[src/rtl/wb_pkg.sv]
// rtl/wb_pkg.sv - shared widths, result entry type and range helper for the writeback unit
// Contents: DATA_W, ADDR_W, NREG, PEND_W, IDX_W, wb_entry_t {addr, data}, in_range().
package wb_pkg;
  localparam int DATA_W = 32;
  localparam int ADDR_W = 5;
  localparam int NREG   = 16;
  localparam int PEND_W = 3;
  localparam int IDX_W  = (NREG > 1) ? $clog2(NREG) : 1;

  typedef struct packed {
    logic [ADDR_W-1:0] addr;
    logic [DATA_W-1:0] data;
  } wb_entry_t;

  // One extra bit on the left so NREG == 2**ADDR_W still compares correctly.
  function automatic logic in_range(input logic [ADDR_W-1:0] a);
    return {1'b0, a} < (ADDR_W+1)'(NREG);
  endfunction
endpackage

[src/rtl/wb_fifo.sv]
// rtl/wb_fifo.sv - DEPTH-entry circular buffer of wb_entry_t results, oldest at head
// Ports: clk, rst (async, active-high); push/push_entry, pop; head, full, empty.
// With WB_BYPASS_EN: slot[i]/slot_vld[i] expose entries in age order (i=0 oldest).
module wb_fifo
  import wb_pkg::*;
#(
  parameter int DEPTH = 4
) (
  input  logic      clk,
  input  logic      rst,
  input  logic      push,
  input  wb_entry_t push_entry,
  input  logic      pop,
  output wb_entry_t head,
  output logic      full,
  output logic      empty
`ifdef WB_BYPASS_EN
  ,
  output wb_entry_t        slot     [DEPTH],
  output logic [DEPTH-1:0] slot_vld
`endif
);
  localparam int AW = $clog2(DEPTH);

  // Pointers carry one wrap bit above the index so full and empty are distinguishable.
  logic [AW:0] wr_ptr_q, wr_ptr_d;
  logic [AW:0] rd_ptr_q, rd_ptr_d;
  wb_entry_t   mem_q [DEPTH];
  wb_entry_t   mem_d [DEPTH];

  assign empty = (wr_ptr_q == rd_ptr_q);
  assign full  = (wr_ptr_q[AW] != rd_ptr_q[AW]) && (wr_ptr_q[AW-1:0] == rd_ptr_q[AW-1:0]);
  assign head  = mem_q[rd_ptr_q[AW-1:0]];

  always_comb begin
    mem_d    = mem_q;
    wr_ptr_d = wr_ptr_q;
    rd_ptr_d = rd_ptr_q;
    if (push && !full) begin
      mem_d[wr_ptr_q[AW-1:0]] = push_entry;
      wr_ptr_d = wr_ptr_q + (AW+1)'(1);
    end
    if (pop && !empty) begin
      rd_ptr_d = rd_ptr_q + (AW+1)'(1);
    end
  end

  always_ff @(posedge clk or posedge rst) begin
    if (rst) begin
      wr_ptr_q <= '0;
      rd_ptr_q <= '0;
      for (int i = 0; i < DEPTH; i++) mem_q[i] <= '0;
    end else begin
      wr_ptr_q <= wr_ptr_d;
      rd_ptr_q <= rd_ptr_d;
      mem_q    <= mem_d;
    end
  end

`ifdef WB_BYPASS_EN
  logic [AW:0] count;
  assign count = wr_ptr_q - rd_ptr_q;

  always_comb begin
    for (int i = 0; i < DEPTH; i++) begin
      slot[i]     = mem_q[rd_ptr_q[AW-1:0] + AW'(i)];
      slot_vld[i] = ((AW+1)'(i) < count);
    end
  end
`endif
endmodule

[src/rtl/writeback_unit.sv]
// rtl/writeback_unit.sv - merges ALU and load results into the register file write port
// Ports: CLK, RESET (async, active-high); alu_valid/alu_ready/alu_addr/alu_data;
// mem_valid/mem_ready/mem_addr/mem_data; iss_valid/iss_addr; q_addr1/2 -> q_busy1/2;
// Waddr/Writedata/RegWr (registered). Optional macro WB_BYPASS_EN adds q_hit1/2, q_data1/2.
module writeback_unit
  import wb_pkg::*;
#(
  parameter int DEPTH = 4
) (
  input  logic              CLK,
  input  logic              RESET,
  input  logic              alu_valid,
  output logic              alu_ready,
  input  logic [ADDR_W-1:0] alu_addr,
  input  logic [DATA_W-1:0] alu_data,
  input  logic              mem_valid,
  output logic              mem_ready,
  input  logic [ADDR_W-1:0] mem_addr,
  input  logic [DATA_W-1:0] mem_data,
  input  logic              iss_valid,
  input  logic [ADDR_W-1:0] iss_addr,
  input  logic [ADDR_W-1:0] q_addr1,
  input  logic [ADDR_W-1:0] q_addr2,
  output logic              q_busy1,
  output logic              q_busy2,
`ifdef WB_BYPASS_EN
  output logic              q_hit1,
  output logic              q_hit2,
  output logic [DATA_W-1:0] q_data1,
  output logic [DATA_W-1:0] q_data2,
`endif
  output logic [ADDR_W-1:0] Waddr,
  output logic [DATA_W-1:0] Writedata,
  output logic              RegWr
);
  wb_entry_t push_entry;
  wb_entry_t head;
  logic      full, empty, push, pop, mem_acc, alu_acc;

  // Loads win arbitration; readiness looks at pre-pop occupancy only.
  assign mem_ready = !RESET && !full;
  assign alu_ready = !RESET && !full && !mem_valid;
  assign mem_acc   = mem_valid && mem_ready;
  assign alu_acc   = alu_valid && alu_ready;
  assign push      = mem_acc || alu_acc;
  assign pop       = !empty;

  always_comb begin
    push_entry.addr = alu_addr;
    push_entry.data = alu_data;
    if (mem_acc) begin
      push_entry.addr = mem_addr;
      push_entry.data = mem_data;
    end
  end

`ifdef WB_BYPASS_EN
  wb_entry_t        slot [DEPTH];
  logic [DEPTH-1:0] slot_vld;
`endif

  wb_fifo #(.DEPTH(DEPTH)) u_fifo (
    .clk        (CLK),
    .rst        (RESET),
    .push       (push),
    .push_entry (push_entry),
    .pop        (pop),
    .head       (head),
    .full       (full),
    .empty      (empty)
`ifdef WB_BYPASS_EN
    ,
    .slot       (slot),
    .slot_vld   (slot_vld)
`endif
  );

  // Output register: out-of-range heads are consumed without a write and
  // leave Waddr/Writedata at their previous value.
  logic              regwr_q, regwr_d;
  logic [ADDR_W-1:0] waddr_q, waddr_d;
  logic [DATA_W-1:0] wdata_q, wdata_d;

  always_comb begin
    regwr_d = 1'b0;
    waddr_d = waddr_q;
    wdata_d = wdata_q;
    if (!empty && in_range(head.addr)) begin
      regwr_d = 1'b1;
      waddr_d = head.addr;
      wdata_d = head.data;
    end
  end

  assign RegWr     = regwr_q;
  assign Waddr     = waddr_q;
  assign Writedata = wdata_q;

  // Pending-write scoreboard. The decrement uses the write being loaded into
  // the output register, so busy clears in the same cycle RegWr is presented.
  logic [PEND_W-1:0] cnt_q [NREG];
  logic [PEND_W-1:0] cnt_d [NREG];
  logic [NREG-1:0]   inc_vec, dec_vec;

  always_comb begin
    inc_vec = '0;
    dec_vec = '0;
    for (int r = 0; r < NREG; r++) begin
      inc_vec[r] = iss_valid && in_range(iss_addr) && (iss_addr == ADDR_W'(r));
      dec_vec[r] = regwr_d && (waddr_d == ADDR_W'(r));
      cnt_d[r]   = cnt_q[r];
      if (inc_vec[r] && !dec_vec[r] && (cnt_q[r] != '1)) begin
        cnt_d[r] = cnt_q[r] + PEND_W'(1);
      end else if (dec_vec[r] && !inc_vec[r] && (cnt_q[r] != '0)) begin
        cnt_d[r] = cnt_q[r] - PEND_W'(1);
      end
    end
  end

  always_ff @(posedge CLK or posedge RESET) begin
    if (RESET) begin
      regwr_q <= 1'b0;
      waddr_q <= '0;
      wdata_q <= '0;
      for (int r = 0; r < NREG; r++) cnt_q[r] <= '0;
    end else begin
      regwr_q <= regwr_d;
      waddr_q <= waddr_d;
      wdata_q <= wdata_d;
      cnt_q   <= cnt_d;
    end
  end

  assign q_busy1 = in_range(q_addr1) && (cnt_q[q_addr1[IDX_W-1:0]] != '0);
  assign q_busy2 = in_range(q_addr2) && (cnt_q[q_addr2[IDX_W-1:0]] != '0);

`ifdef WB_BYPASS_EN
  // Oldest source first so that later (younger) matches overwrite earlier ones.
  always_comb begin
    q_hit1  = 1'b0;
    q_hit2  = 1'b0;
    q_data1 = '0;
    q_data2 = '0;
    if (regwr_q && (waddr_q == q_addr1)) begin
      q_hit1  = 1'b1;
      q_data1 = wdata_q;
    end
    if (regwr_q && (waddr_q == q_addr2)) begin
      q_hit2  = 1'b1;
      q_data2 = wdata_q;
    end
    for (int i = 0; i < DEPTH; i++) begin
      if (slot_vld[i] && in_range(slot[i].addr) && (slot[i].addr == q_addr1)) begin
        q_hit1  = 1'b1;
        q_data1 = slot[i].data;
      end
      if (slot_vld[i] && in_range(slot[i].addr) && (slot[i].addr == q_addr2)) begin
        q_hit2  = 1'b1;
        q_data2 = slot[i].data;
      end
    end
  end
`endif
endmodule

[config.mk]
export PLATFORM = sky130hd
export DESIGN_NAME = writeback_unit
export DESIGN_NICKNAME = d
export VERILOG_FILES = /design/src/rtl/wb_pkg.sv /design/src/rtl/wb_fifo.sv /design/src/rtl/writeback_unit.sv
export SDC_FILE = /design/constraint.sdc
export NUM_CORES = 1
export LEC_CHECK = 0
export CAP_MARGIN = 40
export CELL_PAD_IN_SITES_DETAIL_PLACEMENT = 0
export CELL_PAD_IN_SITES_GLOBAL_PLACEMENT = 2
export CORE_MARGIN = 2
export CORE_UTILIZATION = 33
export CTS_CLUSTER_SIZE = 40
export DETAILED_ROUTE_END_ITERATION = 8
export PLACE_DENSITY = 0.77
export SYNTH_ARGS = -nofsm -noshare
export SYNTH_HDL_FRONTEND = slang
export SYNTH_SLANG_ARGS = --single-unit
[constraint.sdc]
create_clock -name CLK -period 7.3 [get_ports CLK]
set_input_delay 1.095 -clock CLK [delete_from_list [all_inputs] [get_ports CLK]]
set_output_delay 1.095 -clock CLK [all_outputs]
set_load 0.01 [all_outputs]
Word-level counts from Yosys, hierarchy flattened
Index checks and enable logic that the tools add are counted.
- output and inout port bits: 42
- bits in registers: 240
- word-level logic and storage cells: 352
- input port bits: 94
- bitwise gates (word level): 4
- order comparisons: 9
- multiplexer cells: 47
- equality and inequality tests: 49
- reduce and logical (&&, ||, !) cells: 180
- add/subtract/negate cells: 34
- operator list (cell ; number):
    bitwise mux 148 bit ; 1
    2-to-1 mux 37 bit ; 4
    2-to-1 mux 3 bit ; 36
    logical AND 1 bit ; 107
    == test 5 x 4 -> 1 bit (second input constant) ; 16
    binary-select mux 37 bit (select 2 bit) ; 1
    demux 37 bit (select 2 bit) ; 1
    adder 3 x 1 -> 3 bit (second input constant) ; 18
    nonzero test 3 bit ; 18
    inequality test 3 bit (second input constant) ; 16
    subtractor 3 x 1 -> 3 bit (second input constant) ; 16
    == test 5 x 3 -> 1 bit (second input constant) ; 8
    logical NOT 1 bit ; 36
    nonzero test 2 bit ; 16
    binary-select mux 3 bit (select 4 bit) ; 2
    == test 5 x 2 -> 1 bit (second input constant) ; 4
    less-than comparator 5 bit (second input constant) ; 4
    == test 5 x 1 -> 1 bit (second input constant) ; 2
    greater-or-equal comparator 5 bit (second input constant) ; 2
    logical NOT 5 bit ; 2
    NOT 4 -> 5 bit ; 2
    greater-or-equal comparator 3 bit (second input constant) ; 2
    NOT 2 -> 3 bit ; 2
    2-to-1 mux 5 bit ; 1
    other kinds (6) ; 6

Longest topological paths before layout
Gate-level depths: netlist (run 1).
- depth in word-level cells: 13
- depth in mapped cells: 14
- gate-level depth less buffers: 11

By module
A second synthesis (run 1) with hierarchy kept.
- cell total of the unflattened synthesis: 1163
- area, all modules: 14641.5 um^2
- by module, submodules not included (module ; times used ; seq. area each (um^2) ; area each (um^2) ; cells each):
    wb_fifo ; 1 ; 3853.7 ; 7338.3 ; 403
    writeback_unit ; 1 ; 2152.1 ; 7303.3 ; 760

Worst setup path before layout (run 1)
No wires, ideal clock.
- path type: input to register
- from: input port iss_addr[0]
- to: register cnt_q[32] (netlist bit)
- setup slack: 3.801 ns
- stages: 11
- required time: 7.180 ns
- library setup time: 0.120 ns
- path buffers: 2
- arrival: 3.378 ns
- cells stage by stage: clkbuf_1 nor2b_1 clkbuf_1 nand2_1 a31oi_1 nand2_1 fa_1 a21oi_1 and4_1 o21ai_0 o211a_1
- cells in the longest elaborated chain, start to end: 7
- elaborated cells on any way between the ends: 11
- classes of those cells: order compare: 1; eq/ne: 1; mux: 1; reduce/logical: 8
- ends and longest elaborated chain (element ; line ; RTL):
    start: declaration ; writeback_unit.sv:21 ; input logic [ADDR_W-1:0] iss_addr,
    less-than comparator 5 bit ; wb_pkg.sv:17 ; return {1'b0, a} < (ADDR_W+1)'(NREG);
    logical AND 1 bit ; writeback_unit.sv:109 ; inc_vec[r] = iss_valid && in_range(iss_addr) && (iss_addr == ADDR_W'(r));
    logical AND 1 bit (*) ; writeback_unit.sv:109 ;
    logical NOT 1 bit ; writeback_unit.sv:114 ; end else if (dec_vec[r] && !inc_vec[r] && (cnt_q[r] != '0)) begin
    logical AND 1 bit (2 in series) ; writeback_unit.sv:114 ;
    nonzero test 2 bit (no line) ; -- ;
    end signal: assignment ; writeback_unit.sv:130 ; cnt_q <= cnt_d;
    end: declaration ; writeback_unit.sv:101 ; logic [PEND_W-1:0] cnt_q [NREG];
Every way passes the cells marked *; elsewhere a longest branch is shown, timed or not.
A chain may end at the register's enable or synchronous reset.

Worst setup path after layout (run 1)
- from: register u_fifo.rd_ptr_q[1]
- to: register cnt_q[8] (netlist bit)
- cells in the longest elaborated chain, start to end: 13
- elaborated cells on any way between the ends: 19
- classes of those cells: order compare: 1; eq/ne: 2; mux: 6; bitwise: 1; reduce/logical: 9
- ends and longest elaborated chain (element ; line ; RTL):
    start: declaration ; wb_fifo.sv:27 ; logic [AW:0] rd_ptr_q, rd_ptr_d;
    start signal: assignment ; wb_fifo.sv:55 ; rd_ptr_q <= rd_ptr_d;
    NOT 2 -> 3 bit (not written as such) ; wb_fifo.sv:33 ; assign head = mem_q[rd_ptr_q[AW-1:0]];
    binary-select mux 37 bit (select 2 bit) ; wb_fifo.sv:33 ;
    2-to-1 mux 37 bit (not written as such) (2 in series) ; wb_fifo.sv:33 ;
    less-than comparator 5 bit ; wb_pkg.sv:17 ;
    logical AND 1 bit ; writeback_unit.sv:88 ; if (!empty && in_range(head.addr)) begin
    2-to-1 mux 5 bit ; writeback_unit.sv:88 ;
    == test 5 x 4 -> 1 bit ; writeback_unit.sv:110 ; dec_vec[r] = regwr_d && (waddr_d == ADDR_W'(r));
    logical AND 1 bit (*) ; writeback_unit.sv:110 ;
    logical NOT 1 bit ; writeback_unit.sv:112 ; if (inc_vec[r] && !dec_vec[r] && (cnt_q[r] != '1)) begin
    logical AND 1 bit (2 in series) ; writeback_unit.sv:112 ;
    2-to-1 mux 3 bit / nonzero test 2 bit (equally long branches) ; -- ;
Every way passes the cells marked *; elsewhere a longest branch is shown, timed or not. The select of a mux whose other input is x is not followed.

==> flow_summary.yaml, run 1 <==
run_status:
  status: "complete, no violations"
timing:
  fmax_mhz: 222.7
  min_period_ps: 4490
  worst_slew_pin_slew_ps: 908.0
  final_hold_viol_count: 0
  finalSetupTns_ps: 0
  max-slew-margin-rel: 0.3947
  rsz0062_at_grt: "false"
  setup_viol: 0
  layout_setup_ws_ps: 2810
  period_share: 0.6150
  fin_skew_ps: 10.96
  finalMaxSlewViolations: 0
placed_design:
  portBuffers: 135
  dp_hpwl_um: 24370
  dpl_worst_slack_ps: 2826
  post_dp_cell_area_mm2: 0.01562
  gp_congestion: 0.7861
global_route:
  grt_start_max_net_pins: 160
  grt_usage: 0.1714
  grt_pass1_wl_um: 61380
  grt_pass1_vias: 11360
  overflow: 0
  antenna_found_initial: 0
logic_synthesis:
  ys_seq_elements: 240
  synth_cells: 1457
  synth.area.top_cells: "dfrtp_1 43%, nand2_1 8.0%, mux4_2 6.9%"
  synth-async-reset-ratio: 1.000
  syn-num-nets: 1572
  synth_area_mm2: 0.01403
  synth.distinct_cells: 70
  synthFlopType: "dfrtp_1"
  synth_common_cells: "298 x nand2_1, 240 x dfrtp_1, 173 x o21ai_0"
  synth_top_area_frac: 0.4280
  synth.avg_cell_area_um2: 9.631
  yosysSeqAreaShare: 0.4280
  synth_edf_count: 0
  synth_top_cell_by_area: "dfrtp_1"
  synth.most_common_cell: "nand2_1"
  synth_warnings: 0
die:
  die_height_um: 210.2
  die_x_um: 210.2
  core_area_mm2: 0.04195
  die-area_mm2: 0.04419
  rows: 75
  ios: 136
  start_util: 0.3345
finish:
  drive_gt1_frac: 0.1027
  seq_area_mm2: 0.006008
  antenna_cells: 0
  area_growth_pct: 18.14
  multi_input_area_mm2: 0.007249
  nets: 1631
  fill_cells: 4133
  utilization: 0.3952
  stdcell_area_mm2: 0.01658
detailed_routing:
  viasPerCell: 5.526
  wl_per_cell_um: 18.08
  first_pass_iters: 5
  ant_nets: 0
  dr_total_vias: 11480
  drc: 0
  drtIter0Drc: 845
  wirelength_um: 37580
pwr:
  vdd.ir_drop.worst_mv: 0.3015
  p_leak_nw: 7.087
  p_total_mw: 7.810
  power_density_mw_per_mm2: 471.1
worst_setup_path:
  max_stage_delay_ps: 810
  crit_required_ps: 7740
  path_cells: "buf_4, mux4_2, and2_1, a31oi_1, nand2_1, fa_1, a21oi_1, and4_1, o21ai_0, o211a_1"
  path_max_fanout: 21
  worstSetupPathType: "flop to flop"
  endpoint_kind: "flop"
  r2r_slack_ps: 2810
  cp.arrival_ps: 4930
  crit_slowest_cell: "dfrtp_2"
  startpoint_type: "flop"
clock_network:
  ctsResizeCount: 0
  htree_levels: 1
  clock_sinks: 240
  cts_tree: "built"
  cts_hold_buf: 0
  clk_latency_ps: 560
  root_buffer: "clkbuf_16"
  clkSlewWorstSetupHoldPaths_ps: 60
  cts_buffers: 29
  post-cts-setup-buffers: 0
  ctsLongestPathBuffers: 3
worst_hold_path:
  hold_class: "flop to flop"
run:
  max_cap_violations: 0
## flip-flops by register name, summed over array words and instances (netlist names)
| register | flops |
|---|---|
| u_fifo.rd_ptr_q | 3 |
| u_fifo.wr_ptr_q | 3 |
| Waddr | 5 |
| Writedata | 32 |
| RegWr | 1 |
| u_fifo.mem_q | 148 |
| cnt_q | 48 |
## kinds of logic (layout without fill, tap and decap cells)
| kind of cell | count (synthesis) | after routing | synth area share |
|---|---|---|---|
| xor gates and xnor gates | 8 | 8 | 0.004994 |
| adders and majority gates | 21 | 21 | 0.02729 |
| AOI/OAI and AO/OA | 399 | 399 | 0.1918 |
| muxes | 114 | 114 | 0.1203 |
| DFF | 240 | 240 | 0.4280 |
| and+or+nand+nor | 514 | 514 | 0.1708 |
| buffers and inverters | 161 | 243 | 0.05689 |
## routing by layer
| layer | routed length (um) | global-route usage |
|---|---|---|
| met1 | 17570 | 0.2363 |
| met2 | 17370 | 0.2829 |
| met3 | 1985 | 0.02786 |
| met4 | 651 | 0.04060 |
| met5 | 0 | 0 |
## worst max-delay path: cells and delay by family, from the launching register on
family / cells / cell delay [ps]
compound gates: 4 / 1030
mux: 1 / 670
simple gates: 3 / 860
fa+ha+maj: 1 / 470
buf+inv: 1 / 510
flops: 1 / 810
## report_power, final
group,internal (mW),total (mW),switching (mW)
Combinational,1.46,3.78,2.31
Sequential,1.94,2.58,0.636
Clock,0.853,1.45,0.599
Total,4.26,7.81,3.55
## area by class of cell
class / count / area share
flip-flops and latches: 240 / 0.3624
well taps: 539 / 0.04068
inverters: 29 / 0.006944
repair buffers: 160 / 0.09480
clock inverters: 15 / 0.008755
multi-input cells: 1056 / 0.4373
clock buffers: 39 / 0.04906
## cell usage in the layout, fill, tap and decap left out, drive strengths merged, types with 7 or more instances in the layout
cell type / n
inv: 29
or3: 17
nor4: 34
mux2: 7
a211oi: 13
clkdlybuf4s50: 135
a22oi: 15
o32ai: 14
o31ai: 13
o21ai: 179
nor2: 28
mux4: 43
and4: 17
clkbuf: 39
clkinv: 7
nor2b: 10
nand2: 299
a211o: 13
dfrtp: 240
a21oi: 35
a31oi: 32
o221a: 7
a311oi: 32
o211a: 28
mux2i: 64
fa: 16
nand3: 42
buf: 25
nor3: 41
## metrics by stage
step,hold WS [ps],std cells
CTS,477.7,2078
finish,470.2,2078
floorplan,444.6,1457
global placement,456.5,2020
detailed placement,462.6,2024
global route,500.3,2078
## final timing paths
kind	from	cells after the start	end
min in group asynchronous	RESET	2	Writedata[19]
max in group asynchronous	RESET	3	cnt_q[31]
setup reg to reg	u_fifo.rd_ptr_q[1]	10	cnt_q[8]
setup / recovery	u_fifo.rd_ptr_q[1]	10	cnt_q[8]
hold reg to reg	Writedata[1]	2	Writedata[1]
hold / removal	Writedata[1]	2	Writedata[1]
No activity file was read; power rests on OpenSTA's default activity.
==> inputs of run 2 (changes only) <==
Settings changed: CORE_UTILIZATION 33 to 37, PLACE_DENSITY 0.77 to 0.82.
Clock period 7.3 ns to 4.3 ns, I/O delays scaled along.
==> run 2 against run 1 <==
  * Hold slack better by 3.4 ps
  * Sequential cell count stayed put
  * Clock power is 61% higher
  * Design area increased by 0.48%
  * Critical path depth stayed put
  * Critical path type unchanged
  * Largest cell class unchanged
==> flow_summary.yaml, run 2 (synthesis gave the netlist of run 1 again) <==
die:
  rows: 71
  die_x_um: 198.7
  start_util: 0.3743
  die_height_um: 198.7
  die-area_mm2: 0.03950
  ios: 136
  core_area_mm2: 0.03749
clock_network:
  clock_sinks: 240
  root_buffer: "clkbuf_16"
  cts_tree: "built"
  clkSlewWorstSetupHoldPaths_ps: 60
  ctsLongestPathBuffers: 3
  htree_levels: 1
  post-cts-setup-buffers: 0
  cts_hold_buf: 0
  ctsResizeCount: 0
  clk_latency_ps: 560
  cts_buffers: 28
pwr:
  switching_share: 0.4516
  p_leak_nw: 7.154
  p_clk_frac: 0.175
  power_frac_seq: 0.325
  internal-power_mw: 7.322
  p_switching_mw: 6.029
  power_density_mw_per_mm2: 801.6
  combPwrFrac: 0.500
  p_total_mw: 13.35
  vdd.ir_drop.worst_mv: 0.7558
detailed_routing:
  wl_per_cell_um: 17.96
  viasPerCell: 5.574
  drc: 0
  wirelength_um: 37030
  drtIter0Drc: 652
  ant_nets: 0
  dr_total_vias: 11490
  first_pass_iters: 5
worst_setup_path:
  path_max_fanout: 20
  endpoint_kind: "flop"
  crit_required_ps: 4750
  worstSetupPathType: "flop to flop"
  startpoint_type: "flop"
  cp.arrival_ps: 4050
run:
  max_cap_violations: 0
finish:
  area_growth_pct: 18.70
  nets: 1646
  top_register: "u_fifo.mem_q"
  fill_cells: 3678
  antenna_cells: 0
  layout_common_cells: "294 x nand2_1, 238 x dfrtp_1, 173 x o21ai_0, 135 x clkdlybuf4s50_1, 64 x mux2i_1"
  final_common_cell: "nand2_1"
  drive_gt1_frac: 0.1077
  largest_reg_flops: 148
timing:
  setup_viol: 0
  worst_slew_pin_slew_ps: 917.0
  period_share: 0.8371
  finalMaxSlewViolations: 0
  finalSetupTns_ps: 0
  max-slew-margin-rel: 0.3874
  rsz0062_at_grt: "false"
  fin_skew_ps: 26.20
  min_period_ps: 3600
  fmax_mhz: 277.8
  layout_setup_ws_ps: 700.4
  final_hold_viol_count: 0
global_route:
  grt_pass1_vias: 11300
  grt_usage: 0.1911
  overflow: 0
  antenna_found_initial: 0
  grt_pass1_wl_um: 60510
  grt_start_max_net_pins: 92
placed_design:
  gp_congestion: 0.8221
  portBuffers: 135
  dpl_worst_slack_ps: 547.8
  dp_hpwl_um: 24260
worst_hold_path:
  hold_class: "flop to flop"
run_status:
  status: "complete, no violations"
==> run 2: area by class of cell <==
| type | count | area (um^2) | area share |
|---|---|---|---|
| flip-flops and latches | 240 | 6008 | 0.3607 |
| inverters | 29 | 115.1 | 0.006911 |
| multi-input cells | 1056 | 7247 | 0.4351 |
| repair buffers | 176 | 1747 | 0.1049 |
| clock buffers | 40 | 795.8 | 0.04778 |
| well taps | 511 | 639.4 | 0.03839 |
| clock inverters | 10 | 103.9 | 0.006235 |
==> run 2: through the flow <==
stage               utilization  hold WS, ps  cell area [um^2]  instances
floorplan                     -        444.6             14040       1457
global placement         0.4203        456.1             15760       2012
detailed placement       0.4203        464.2             15760       2012
CTS                      0.4443        478.4             16660       2062
global route             0.4443        493.7             16660       2062
finish                   0.4443        473.6             16660       2062
==> run 2: final timing paths <==
kind	start	end	slack, ps	cells past startpoint
setup / recovery	u_fifo.rd_ptr_q[0]	cnt_q[8]	700	10
hold / removal	u_fifo.mem_q[15]	u_fifo.mem_q[15]	470	2
setup reg to reg	u_fifo.rd_ptr_q[0]	cnt_q[8]	700	10
hold reg to reg	u_fifo.mem_q[15]	u_fifo.mem_q[15]	470	2
max in group asynchronous	RESET	cnt_q[39]	2540	3
min in group asynchronous	RESET	u_fifo.mem_q[19]	730	2
==> run 2: routing by layer <==
layer  wire, um  global-route usage
met1      17520              0.2664
met2      17020              0.3135
met3       1706             0.02577
met4        790             0.05086
met5          0                   0
==> run 2: critical path: stages (launching register included) <==
cell and delay [ps]:
dfrtp_2 730, mux4_2 530, nor2b_1 780, buf_4 330
a31oi_1 120, nand2_1 90, fa_1 260, a21oi_1 60
and4_1 210, a211o_1 260, o211a_1 100
==> run 2: power groups by stage <==
stage	combinational, mW	sequential, mW	clock [mW]
after detailed placement	6.69	4.37	0
after CTS	6.70	4.35	2.40
after global routing	7.40	4.53	2.49
final	6.68	4.34	2.34
after global placement	6.57	4.35	0
after floorplan	5.34	3.92	0
